**src/rtl/stopwatch_pkg.sv**
```systemverilog
// Shared types and digit limits for the MM:SS stopwatch.
package stopwatch_pkg;

  // Run-control state encoding; 2'd3 is unused and decodes back to idle.
  typedef enum logic [1:0] {
    ST_IDLE   = 2'd0,
    ST_RUN    = 2'd1,
    ST_PAUSED = 2'd2
  } state_t;

  // Largest legal value for a BCD ones digit and a minutes/seconds tens digit.
  localparam logic [3:0] ONES_MAX = 4'd9;
  localparam logic [3:0] TENS_MAX = 4'd5;

endpackage

```
**src/rtl/stopwatch_counter_if.sv**
```systemverilog
// Control inputs and display outputs of the stopwatch, bundled for one port.
interface stopwatch_counter_if;

  logic       tickIn;
  logic       startPause;
  logic       clear;
  logic [3:0] minTens;
  logic [3:0] minOnes;
  logic [3:0] secTens;
  logic [3:0] secOnes;
  logic       running;
  logic       rollover;

  // Driver side: the timebase, the button and the clear level.
  modport master (
    output tickIn, startPause, clear,
    input  minTens, minOnes, secTens, secOnes, running, rollover
  );

  // Stopwatch side.
  modport slave (
    input  tickIn, startPause, clear,
    output minTens, minOnes, secTens, secOnes, running, rollover
  );

endinterface

```
**src/rtl/bcd_digit_counter.sv**
```systemverilog
// One BCD digit that counts 0..MAX, wrapping to 0 with a carry out.
module bcd_digit_counter #(
  parameter logic [3:0] MAX = 4'd9
) (
  input  logic       clkIn,
  input  logic       reset,
  input  logic       clr,
  input  logic       inc,
  output logic [3:0] digit,
  output logic       carry
);

  logic [3:0] digit_q;

  // Digit register: reset and clear zero it; an increment at or above MAX
  // reloads 0, which also scrubs any out-of-range value.
  always_ff @(posedge clkIn) begin
    if (!reset) begin
      digit_q <= 4'd0;
    end else if (clr) begin
      digit_q <= 4'd0;
    end else if (inc) begin
      digit_q <= (digit_q >= MAX) ? 4'd0 : digit_q + 4'd1;
    end
  end

  assign digit = digit_q;
  assign carry = inc & (digit_q == MAX);

endmodule

```
**src/rtl/stopwatch_counter.sv**
```systemverilog
// MM:SS BCD stopwatch driven by a one-cycle tick enable from the divider.
module stopwatch_counter
  import stopwatch_pkg::*;
#(
  parameter int TICK_DIV = 1,
  parameter int PRESC_W  = 1
) (
  input  logic                      clkIn,
  input  logic                      reset,
  stopwatch_counter_if.slave        bus
);

  localparam logic [PRESC_W-1:0] PRESC_LAST = PRESC_W'(TICK_DIV - 1);

  state_t               state_q, state_d;
  logic [PRESC_W-1:0]   presc_q, presc_d;
  logic                 start_pause_q;
  logic                 running_q;
  logic                 rollover_q;

  logic                 start_edge;
  logic                 run_tick;
  logic                 sec_inc;
  logic [4:0]           inc_w;
  logic [3:0]           digit_w [0:3];

  assign start_edge = bus.startPause & ~start_pause_q;

  // Ticks only count while the current state is RUN, so a tick arriving with
  // the start edge is dropped and one arriving with the pause edge is kept.
  assign run_tick = (state_q == ST_RUN) & bus.tickIn & ~bus.clear;
  assign sec_inc  = run_tick & (presc_q == PRESC_LAST);

  // Next-state and prescaler logic; clear dominates the button.
  always_comb begin
    state_d = state_q;
    presc_d = presc_q;
    if (bus.clear) begin
      state_d = ST_IDLE;
      presc_d = '0;
    end else begin
      if (start_edge) begin
        case (state_q)
          ST_IDLE:   state_d = ST_RUN;
          ST_RUN:    state_d = ST_PAUSED;
          ST_PAUSED: state_d = ST_RUN;
          default:   state_d = ST_IDLE;
        endcase
      end else if (state_q != ST_IDLE && state_q != ST_RUN && state_q != ST_PAUSED) begin
        state_d = ST_IDLE;
      end
      if (run_tick) begin
        presc_d = (presc_q == PRESC_LAST) ? '0 : presc_q + PRESC_W'(1);
      end
    end
  end

  // State, prescaler, button history and registered status outputs.
  always_ff @(posedge clkIn) begin
    if (!reset) begin
      state_q       <= ST_IDLE;
      presc_q       <= '0;
      start_pause_q <= bus.startPause;
      running_q     <= 1'b0;
      rollover_q    <= 1'b0;
    end else begin
      state_q       <= state_d;
      presc_q       <= presc_d;
      start_pause_q <= bus.startPause;
      running_q     <= (state_d == ST_RUN);
      rollover_q    <= inc_w[4];
    end
  end

  // Carry chain: digit 0 is secOnes, 3 is minTens; even positions are ones.
  assign inc_w[0] = sec_inc;

  genvar gi;
  generate
    for (gi = 0; gi < 4; gi++) begin : g_digit
      bcd_digit_counter #(
        .MAX ((gi % 2 == 0) ? ONES_MAX : TENS_MAX)
      ) u_digit (
        .clkIn (clkIn),
        .reset (reset),
        .clr   (bus.clear),
        .inc   (inc_w[gi]),
        .digit (digit_w[gi]),
        .carry (inc_w[gi+1])
      );
    end
  endgenerate

  assign bus.secOnes  = digit_w[0];
  assign bus.secTens  = digit_w[1];
  assign bus.minOnes  = digit_w[2];
  assign bus.minTens  = digit_w[3];
  assign bus.running  = running_q;
  assign bus.rollover = rollover_q;

endmodule
```
**src/flat_wrapper.sv**
```systemverilog
// flat-port wrapper written by rule: the top's interface ports become plain ports
module stopwatch_counter_flat import stopwatch_pkg::*;
#(
  parameter int TICK_DIV = 1,
  parameter int PRESC_W  = 1
)
  (clkIn, reset, bus_tickIn, bus_startPause, bus_clear, bus_minTens, bus_minOnes, bus_secTens, bus_secOnes, bus_running, bus_rollover);
  stopwatch_counter_if bus_i ();
  input  logic clkIn;
  input  logic reset;
  input wire logic [$bits(bus_i.tickIn)-1:0] bus_tickIn;
  input wire logic [$bits(bus_i.startPause)-1:0] bus_startPause;
  input wire logic [$bits(bus_i.clear)-1:0] bus_clear;
  output wire logic [$bits(bus_i.minTens)-1:0] bus_minTens;
  output wire logic [$bits(bus_i.minOnes)-1:0] bus_minOnes;
  output wire logic [$bits(bus_i.secTens)-1:0] bus_secTens;
  output wire logic [$bits(bus_i.secOnes)-1:0] bus_secOnes;
  output wire logic [$bits(bus_i.running)-1:0] bus_running;
  output wire logic [$bits(bus_i.rollover)-1:0] bus_rollover;
  assign bus_i.tickIn = bus_tickIn;
  assign bus_i.startPause = bus_startPause;
  assign bus_i.clear = bus_clear;
  assign bus_minTens = bus_i.minTens;
  assign bus_minOnes = bus_i.minOnes;
  assign bus_secTens = bus_i.secTens;
  assign bus_secOnes = bus_i.secOnes;
  assign bus_running = bus_i.running;
  assign bus_rollover = bus_i.rollover;
  stopwatch_counter #(.TICK_DIV(TICK_DIV), .PRESC_W(PRESC_W)) u_core (.clkIn(clkIn), .reset(reset), .bus(bus_i));
endmodule
```
**config.mk**
```make
export PLATFORM = sky130hd
export DESIGN_NAME = stopwatch_counter_flat
export DESIGN_NICKNAME = d
export VERILOG_FILES = /design/src/rtl/stopwatch_pkg.sv /design/src/rtl/stopwatch_counter_if.sv /design/src/rtl/bcd_digit_counter.sv /design/src/rtl/stopwatch_counter.sv /design/src/flat_wrapper.sv
export SDC_FILE = /design/constraint.sdc
export NUM_CORES = 1
export LEC_CHECK = 0
export BUFFER_PORTS_ARGS = -buffer_cell sky130_fd_sc_hd__buf_4
export CAP_MARGIN = 20
export CORE_ASPECT_RATIO = 1.25
export CORE_UTILIZATION = 48
export CTS_CLUSTER_SIZE = 28
export DETAILED_ROUTE_END_ITERATION = 16
export GPL_TIMING_DRIVEN = 0
export PLACE_DENSITY = 0.74
export SYNTH_ARGS = -nofsm -noshare
export SYNTH_HDL_FRONTEND = slang
export SYNTH_SLANG_ARGS = --single-unit
```
**constraint.sdc**
```tcl
create_clock -name clkIn -period 1.75 [get_ports clkIn]
set_clock_uncertainty 0.15 [all_clocks]
set_input_delay 0.0875 -clock clkIn [delete_from_list [all_inputs] [get_ports clkIn]]
set_output_delay 0.0875 -clock clkIn [all_outputs]
set_load 0.005 [all_outputs]
```
# --- Word-level counts from Yosys, hierarchy flattened ---
# Cells that the tools add are included.
word_totals:
  output_inout_bits: 18
  inputBits: 5
  regBits: 22
classes:
  n_reduce_logical: 6
  muxes: 9
  n_eq_ne: 9
  addsub: 5
  n_bitwise: 12
  order_cmp: 4
op_table:
  columns: ["operator", "n"]
  rows:
  - ["adder 4 x 1 -> 4 bit (second input constant)", 4]
  - ["two-way mux 4 bit", 4]
  - ["bitwise AND 1 bit", 8]
  - ["== test 4 x 3 -> 1 bit (second input constant)", 2]
  - ["== test 4 bit (second input constant)", 2]
  - [">= comparator 4 x 3 -> 1 bit (second input constant)", 2]
  - [">= comparator 4 bit (second input constant)", 2]
  - ["two-way mux 2 bit", 3]
  - ["== test 2 x 1 -> 1 bit (second input constant)", 2]
  - ["inverter 1 bit", 4]
  - ["one-hot mux 2 bit (2 select lines)", 1]
  - ["OR reduction 2 bit", 2]
  - ["== test 2 bit (second input constant)", 1]
  - ["logical AND 1 bit", 2]
  - ["logical NOT 2 bit", 1]
  - ["!= test 2 x 1 -> 1 bit (second input constant)", 1]
  - ["!= test 2 bit (second input constant)", 1]
  - ["nonzero test 2 bit", 1]
  - ["adder 1 bit (second input constant)", 1]
  - ["two-way mux 1 bit", 1]

# --- Logic depth before layout (Yosys ltp) ---
# Gate-level depths: netlist (run 1).
logic_depth:
  word_depth: 8
  mapped_depth: 7
  depth_no_buf: 6

# --- Hierarchy ---
# A second synthesis (run 1) with hierarchy kept.
unflattened:
  cells_unflattened: 115
  hier_area_um2: 1133.6
modules_own_cells:
  columns: ["mod", "instances", "cells_per_inst", "area_per_inst_um2"]
  rows:
  - ["bcd_digit_counter at u_core.g_digit[1].u_digit ...", 2, 26, 251.5]
  - ["bcd_digit_counter at u_core.g_digit[0].u_digit ...", 2, 24, 220.2]
  - ["stopwatch_counter", 1, 15, 190.2]

# --- Least setup slack after synthesis (run 1) ---
# Ideal clock, no wire load.
synth_timing:
  kind: "register -> register"
  start: "register u_core.g_digit[0].u_digit.digit_q[0]"
  end: "register u_core.g_digit[3].u_digit.digit_q[1]"
  path_buffers: 0
  required_ps: 1530
  setup_ps: 70
  period_less_slack_ps: 1705
  slack_ps: 45
  arrival_time_ps: 1485
  path_stages_with_launch: 6
  path_cell_list: "dfxtp_1 ha_1 and3b_2 nand4_4 a2111o_1 a21oi_1"
synth_between:
  elab_chain_len: 4
synth_lines:
  columns: ["element", "line", "text"]
  rows:
  - ["start, declared", "bcd_digit_counter.sv:13", "logic [3:0] digit_q;"]
  - ["start signal, assigned", "bcd_digit_counter.sv:23", "digit_q <= (digit_q >= MAX) ? 4'd0 : digit_q + 4'd1;"]
  - ["== test 4 bit", "bcd_digit_counter.sv:28", "assign carry = inc & (digit_q == MAX);"]
  - ["bitwise AND 1 bit (3 in series)", "bcd_digit_counter.sv:28", null]
  - ["end signal, assigned", "bcd_digit_counter.sv:23", null]
  - ["end, declared", "bcd_digit_counter.sv:13", null]
# Every way passes these cells.
# A chain may end at the register's enable or synchronous reset.

# --- Worst setup path after layout (run 1) ---
layout_timing:
  start: "register u_core.g_digit[0].u_digit.digit_q[1]"
  end: "register u_core.g_digit[3].u_digit.digit_q[3]"
# Same word-level chain as after synthesis.

==> results of run 1 <==
[kinds of logic after synthesis]
family                     Yosys count  synth area share, %
muxes                                2                 1.97
AOI/OAI and AO/OA                   23                 13.1
xor gates and xnor gates             4                 3.06
adders and majority gates           12                 13.1
DFF                                 21                 36.8
and+or+nand+nor                     52                 27.0
buffers and inverters               13                 4.92
[state kept, by name, indices dropped and copies added (netlist names)]
signal                        count
u_core.bus.rollover               1
u_core.bus.running                1
u_core.g_digit.u_digit.digit     16
u_core.start_pause_q              1
u_core.state_q                    2
[path summary, 6_finish.rpt]
check,endpoint,from,cells after the start,slack (ps)
min reg2reg,u_core.g_digit[3].u_digit.digit[1],u_core.g_digit[3].u_digit.digit[1],2,330
max reg2reg,u_core.g_digit[3].u_digit.digit[3],u_core.g_digit[0].u_digit.digit[1],7,60
min,u_core.g_digit[1].u_digit.digit[3],bus_clear,4,7
max,u_core.g_digit[3].u_digit.digit[3],u_core.g_digit[0].u_digit.digit[1],7,60
[metrics by stage]
stage / total power, mW / TNS, ps / area (sq um) / setup WS (ps)
2_1_floorplan: 0.509 / 0 / 1140 / 45.0
3_3_place_gp: 0.523 / -257 / 1350 / -58.6
3_5_place_dp: 0.524 / -791 / 1350 / -155
4_1_cts: 0.752 / 0 / 1440 / 9.90
5_1_grt: 0.778 / 0 / 1490 / 7.08
6_report: 0.746 / 0 / 1490 / 58.3
[layout make-up]
type	instances	area, sq um
Timing Repair Buffer	30	230
Sequential cell	21	434
Multi-Input combinational cell	93	704
Clock inverter	1	5.00
Inverter	10	37.5
Clock buffer	3	22.5
Tap cell	31	38.8
Fill cell	193	747
Buffer	2	15.0
[synth_stat cells, types with 3 or more instances]
cell type,n
inv_1,10
o21ai_0,5
a21oi_1,8
dfxtp_1,21
ha_1,12
nand2_1,9
nand2b_1,5
nand3_1,6
nor2_1,13
nor2b_1,3
[worst max-delay path: stages (launching register included)]
cell and delay [ps]:
dfxtp_2 360, inv_2 70, ha_2 180, and3b_2 240
nand4_4 100, buf_4 180, nor4_4 240, a31o_2 130
[repair_timing]
| item | 4_1_cts | 5_1_grt |
|---|---|---|
| hold endpoints to repair | 2 | 0 |
| resized for setup | 9 | 12 |
| pin swaps | 1 | 3 |
| setup endpoints to repair | 11 | 11 |
| hold buffers | 2 | 0 |
| buffers inserted | 4 | 2 |
[routing by layer]
| metal | wire length, microns | part of all wire [%] | track usage (%) |
|---|---|---|---|
| met1 | 1030 | 41 | 23.9 |
| met2 | 1350 | 54 | 37.6 |
| met3 | 77 | 3.1 | 2.25 |
| met4 | 29 | 1.2 | 7.36 |
| met5 | 0 | 0 | 0 |
[power groups by stage]
stage | clock network (mW) | logic [mW] | registers [mW]
2_1_floorplan | 0 | 0.0163 | 0.493
3_3_place_gp | 0 | 0.0295 | 0.493
3_5_place_dp | 0 | 0.0303 | 0.493
4_1_cts | 0.235 | 0.0341 | 0.482
5_1_grt | 0.260 | 0.0381 | 0.480
6_report | 0.233 | 0.0345 | 0.479
==> impl_metrics.csv, run 1 <==
group,metric,value,unit
critical_path,required,1860,ps
global_route,grt_max_degree,13,
die,core_area,2230,sq um
critical_path,crit_fanout,5,
global_route,gr-total-overflow,0,
route,avgViaCountPerCell,5.32,
power,power.internal,581,uW
yosys,synth_ff_type,"dfxtp_1",
route,finalWirelength,2490,microns
sta,fmax,0.591,GHz
placed_design,placed_cells,180,
die,die_width,45.7,microns
die,start_util,51.2,%
yosys,yosysWarningCount,0,
flow_run,maxCapViolations,0,
critical_path,crit_type,"reg2reg",
layout,fin_util,66.6,%
route,drc,0,
die,dieArea,2580,sq um
power,pwr-share-comb,4.6,%
layout,nets,178,
yosys,ys_seq_area_share,36.8,%
layout,layout-area-overhead-vs-synth,30.1,%
critical_path,endpoint_kind,"flop",
critical_path,cp.arrival,1800,ps
global_route,grt_use_total,20.8,%
layout,finalNonFillerCells,191,
layout,final_cell_mix,"28 x buf_4, 14 x dfxtp_1, 13 x nor2_1",
sta,final-hold-violation-count,0,
sta,slew-limit-headroom,65.3,%
global_route,antenna_found_initial,0,
layout,drive_above_1_share,34.4,%
sta,period_needed,1690,ps
sta,worstMarginPinSlew,519,ps
clock_tree,cts_inserted_buffers,3,
status,outcome,"complete, no violations",
yosys,synth-seq-cells,21,
yosys,async_flop_share,0,%
sta,hold_ws,7.15,ps
placed_design,place.gp.congestion,0.730,
critical_path,start_kind,"flop",
yosys,netlist.top_cell.by_area,"dfxtp_1",
sta,period_share,96.7,%
clock_tree,path_clk_slew,120,ps
yosys,yosysUniqueCellTypes,33,
clock_tree,cts_tree,"yes",
yosys,syn_avg_cell_area,9.00,sq um
sta,finalSetupViolations,0,
global_route,grt_pass1_vias,967,
clock_tree,cts.htree.levels,1,
clock_tree,clk_latency,300,ps
global_route,grt_first_pass_wirelength,4030,microns
sta,rsz0062_at_grt,"no",
die,pin_count,23,
yosys,syn_nets,144,
clock_tree,clkSinkCount,21,
clock_tree,cts.path.max_buffers,2,
route,drtIter0Drc,8,
power,swShare,22.2,%
yosys,synth_edf_count,0,
hold_path,hold_class,"in2reg",
placed_design,portBuffers,22,
yosys,synth_cells,127,
power,seqPwrFrac,64.2,%
power,clockPowerShare,31.2,%
yosys,synth_area_leaders,"dfxtp_1 37%, ha_1 13%, nor2_1 4.3%",
power,power-per-cell-area,502,nW/um^2
placed_design,hpwlAfterDp,1830,microns
die,num_rows,19,
sta,finalMaxSlewViolations,0,
clock_tree,cts-root-buf,"clkbuf_4",
yosys,syn_area,1140,sq um
route,wl_per_cell,13.0,microns
route,ant_nets,0,
power,p_leak,0.633,nW
route,vias,1016,
power,p_sw,166,uW
power,peakVddDrop,650,uV
die,die_h,56.6,microns
yosys,yosysTopAreaCellShare,36.8,%
route,first_pass_iters,4,
layout,mostFrequentLayoutCell,"buf_4",
layout,diodes,0,
No activity file was read; power rests on OpenSTA's default activity.
==> run 2: changes to the inputs <==
--- a/config.mk
+++ b/config.mk
@@ -9,9 +9,12 @@
 export CAP_MARGIN = 20
 export CORE_ASPECT_RATIO = 1.25
 export CORE_UTILIZATION = 48
+export CTS_BUF_LIST = sky130_fd_sc_hd__clkbuf_16
 export CTS_CLUSTER_SIZE = 28
 export DETAILED_ROUTE_END_ITERATION = 16
+export GPL_ROUTABILITY_DRIVEN = 0
 export GPL_TIMING_DRIVEN = 0
+export MAX_ROUTING_LAYER = met4
 export PLACE_DENSITY = 0.74
 export SYNTH_ARGS = -nofsm -noshare
 export SYNTH_HDL_FRONTEND = slang
==> impl_metrics.csv, run 2 (synthesis results as in run 1) <==
group,metric,value,unit
global_route,grt_pass1_vias,980,
layout,final_cell_area,1540,sq um
critical_path,cp-startpoint,"u_core.g_digit[0].u_digit.digit[1]",
sta,finalMaxSlewViolations,0,
sta,period_needed,1690,ps
clock_tree,cts_inserted_buffers,3,
global_route,gr-total-overflow,0,
placed_design,placed_cells,180,
clock_tree,cts-root-buf,"clkbuf_16",
power,peakVddDrop,653,uV
sta,finalSetupViolations,0,
die,num_rows,19,
placed_design,place_ws,-155,ps
die,dieArea,2580,sq um
clock_tree,cts_tree,"yes",
die,core_area,2230,sq um
route,finalWirelength,2560,microns
status,outcome,"complete, no violations",
route,drtIter0Drc,4,
layout,finalNonFillerCells,189,
critical_path,endpoint_kind,"flop",
global_route,antenna_found_initial,0,
clock_tree,clk_latency,250,ps
route,first_pass_iters,2,
clock_tree,clkSinkCount,21,
critical_path,start_kind,"flop",
clock_tree,cts.path.max_buffers,2,
global_route,grt_max_degree,13,
layout,drive_above_1_share,33.5,%
global_route,grt_use_total,22.7,%
critical_path,cp.arrival,1730,ps
critical_path,required,1790,ps
sta,fin_ws,59.4,ps
hold_path,hold_class,"in2reg",
layout,final_cell_mix,"25 x buf_4, 14 x dfxtp_1, 13 x nor2_1",
sta,period_share,96.6,%
sta,hold_ws,67.2,ps
critical_path,r2r-start,"u_core.g_digit[0].u_digit.digit[1]",
route,avgViaCountPerCell,5.37,
die,start_util,51.2,%
layout,fillers,176,
layout,nets,176,
sta,setup_total_negative_slack,0,ps
die,die_width,45.7,microns
clock_tree,cts.htree.levels,1,
clock_tree,path_clk_slew,60,ps
die,pin_count,23,
sta,rsz0062_at_grt,"no",
layout,layout-area-overhead-vs-synth,34.2,%
route,vias,1015,
die,die_h,56.6,microns
placed_design,hpwlAfterDp,1830,microns
sta,slew-limit-headroom,67.3,%
hold_path,hold_start,"bus_clear",
layout,mostFrequentLayoutCell,"buf_4",
critical_path,crit_fanout,4,
sta,fmax,0.591,GHz
route,drc,0,
power,power-per-cell-area,649,nW/um^2
flow_run,maxCapViolations,0,
layout,largest_reg_flops,16,
global_route,grt_first_pass_wirelength,4200,microns
sta,final-hold-violation-count,0,
route,ant_nets,0,
sta,worstMarginPinSlew,490,ps
placed_design,portBuffers,22,
power,p_leak,0.649,nW
layout,diodes,0,
route,wl_per_cell,13.6,microns
placed_design,dpl_cell_area,1350,sq um
critical_path,crit_type,"reg2reg",
run 2: cell types whose count changed in the layout (fill, tap and decap cells not counted):
cell,delta
clkbuf_16,+3
buf_6,+1
ha_1,+1
o21ai_2,-1
o21ai_1,+1
nand2b_1,-1
nand2b_4,+1
or3_1,-1
clkbuf_4,-3
ha_2,-1
buf_4,-3
or3_4,+1
run 2: area by class of cell:
class	count	area (sq um)	share of cell area, %
Multi-Input combinational cell	93	711	46.3
Clock buffer	3	75.1	4.89
Inverter	10	37.5	2.44
Sequential cell	21	434	28.3
Timing Repair Buffer	28	219	14.3
Tap cell	31	38.8	2.53
Buffer	2	15.0	0.978
Clock inverter	1	5.00	0.326
run 2: what timing repair did:
| action | 4_1_cts | 5_1_grt |
|---|---|---|
| endpoints found under the hold margin | 2 | 0 |
| pin swaps | 1 | 2 |
| resized for setup | 7 | 15 |
| buffers inserted | 4 | 0 |
| gates cloned | 0 | 0 |
| hold buffers | 2 | 0 |
| endpoints found under the setup margin | 11 | 8 |
run 2: report_power, final:
| part | internal, mW | switching (mW) |
|---|---|---|
| Combinational | 0.0174 | 0.0171 |
| Sequential | 0.478 | 0.00149 |
| Clock | 0.307 | 0.175 |
run 2: metrics by stage:
stage	total power, mW	util [%]
5_1_grt	1.03	68.7
6_report	0.996	68.7
3_5_place_dp	0.524	60.3
2_1_floorplan	0.509	-
3_3_place_gp	0.523	60.3
4_1_cts	1.00	66.6
run 2: worst paths after layout:
path | endpoint | slack (ps) | depth (start not counted)
max reg2reg | u_core.g_digit[3].u_digit.digit[0] | 60 | 6
min | u_core.g_digit[1].u_digit.digit[3] | 70 | 4
min reg2reg | u_core.g_digit[3].u_digit.digit[1] | 330 | 2
max | u_core.g_digit[3].u_digit.digit[0] | 60 | 6
run 2: worst max-delay path: stages (launching register included):
cell and delay (ps):
dfxtp_2 340, inv_2 70, ha_2 180, and3b_2 240
nand4_4 110, a2111o_1 410, a21oi_1 140
run 2: metal layers:
metal  wire length, microns  global-route usage [%]  vias up
met1                   1100                    25.1      482
met4                     54                    9.52        0
met3                     76                    3.54        6
met2                   1330                    38.6       20
li1                       -                       -      507
met5                      0                       -        -
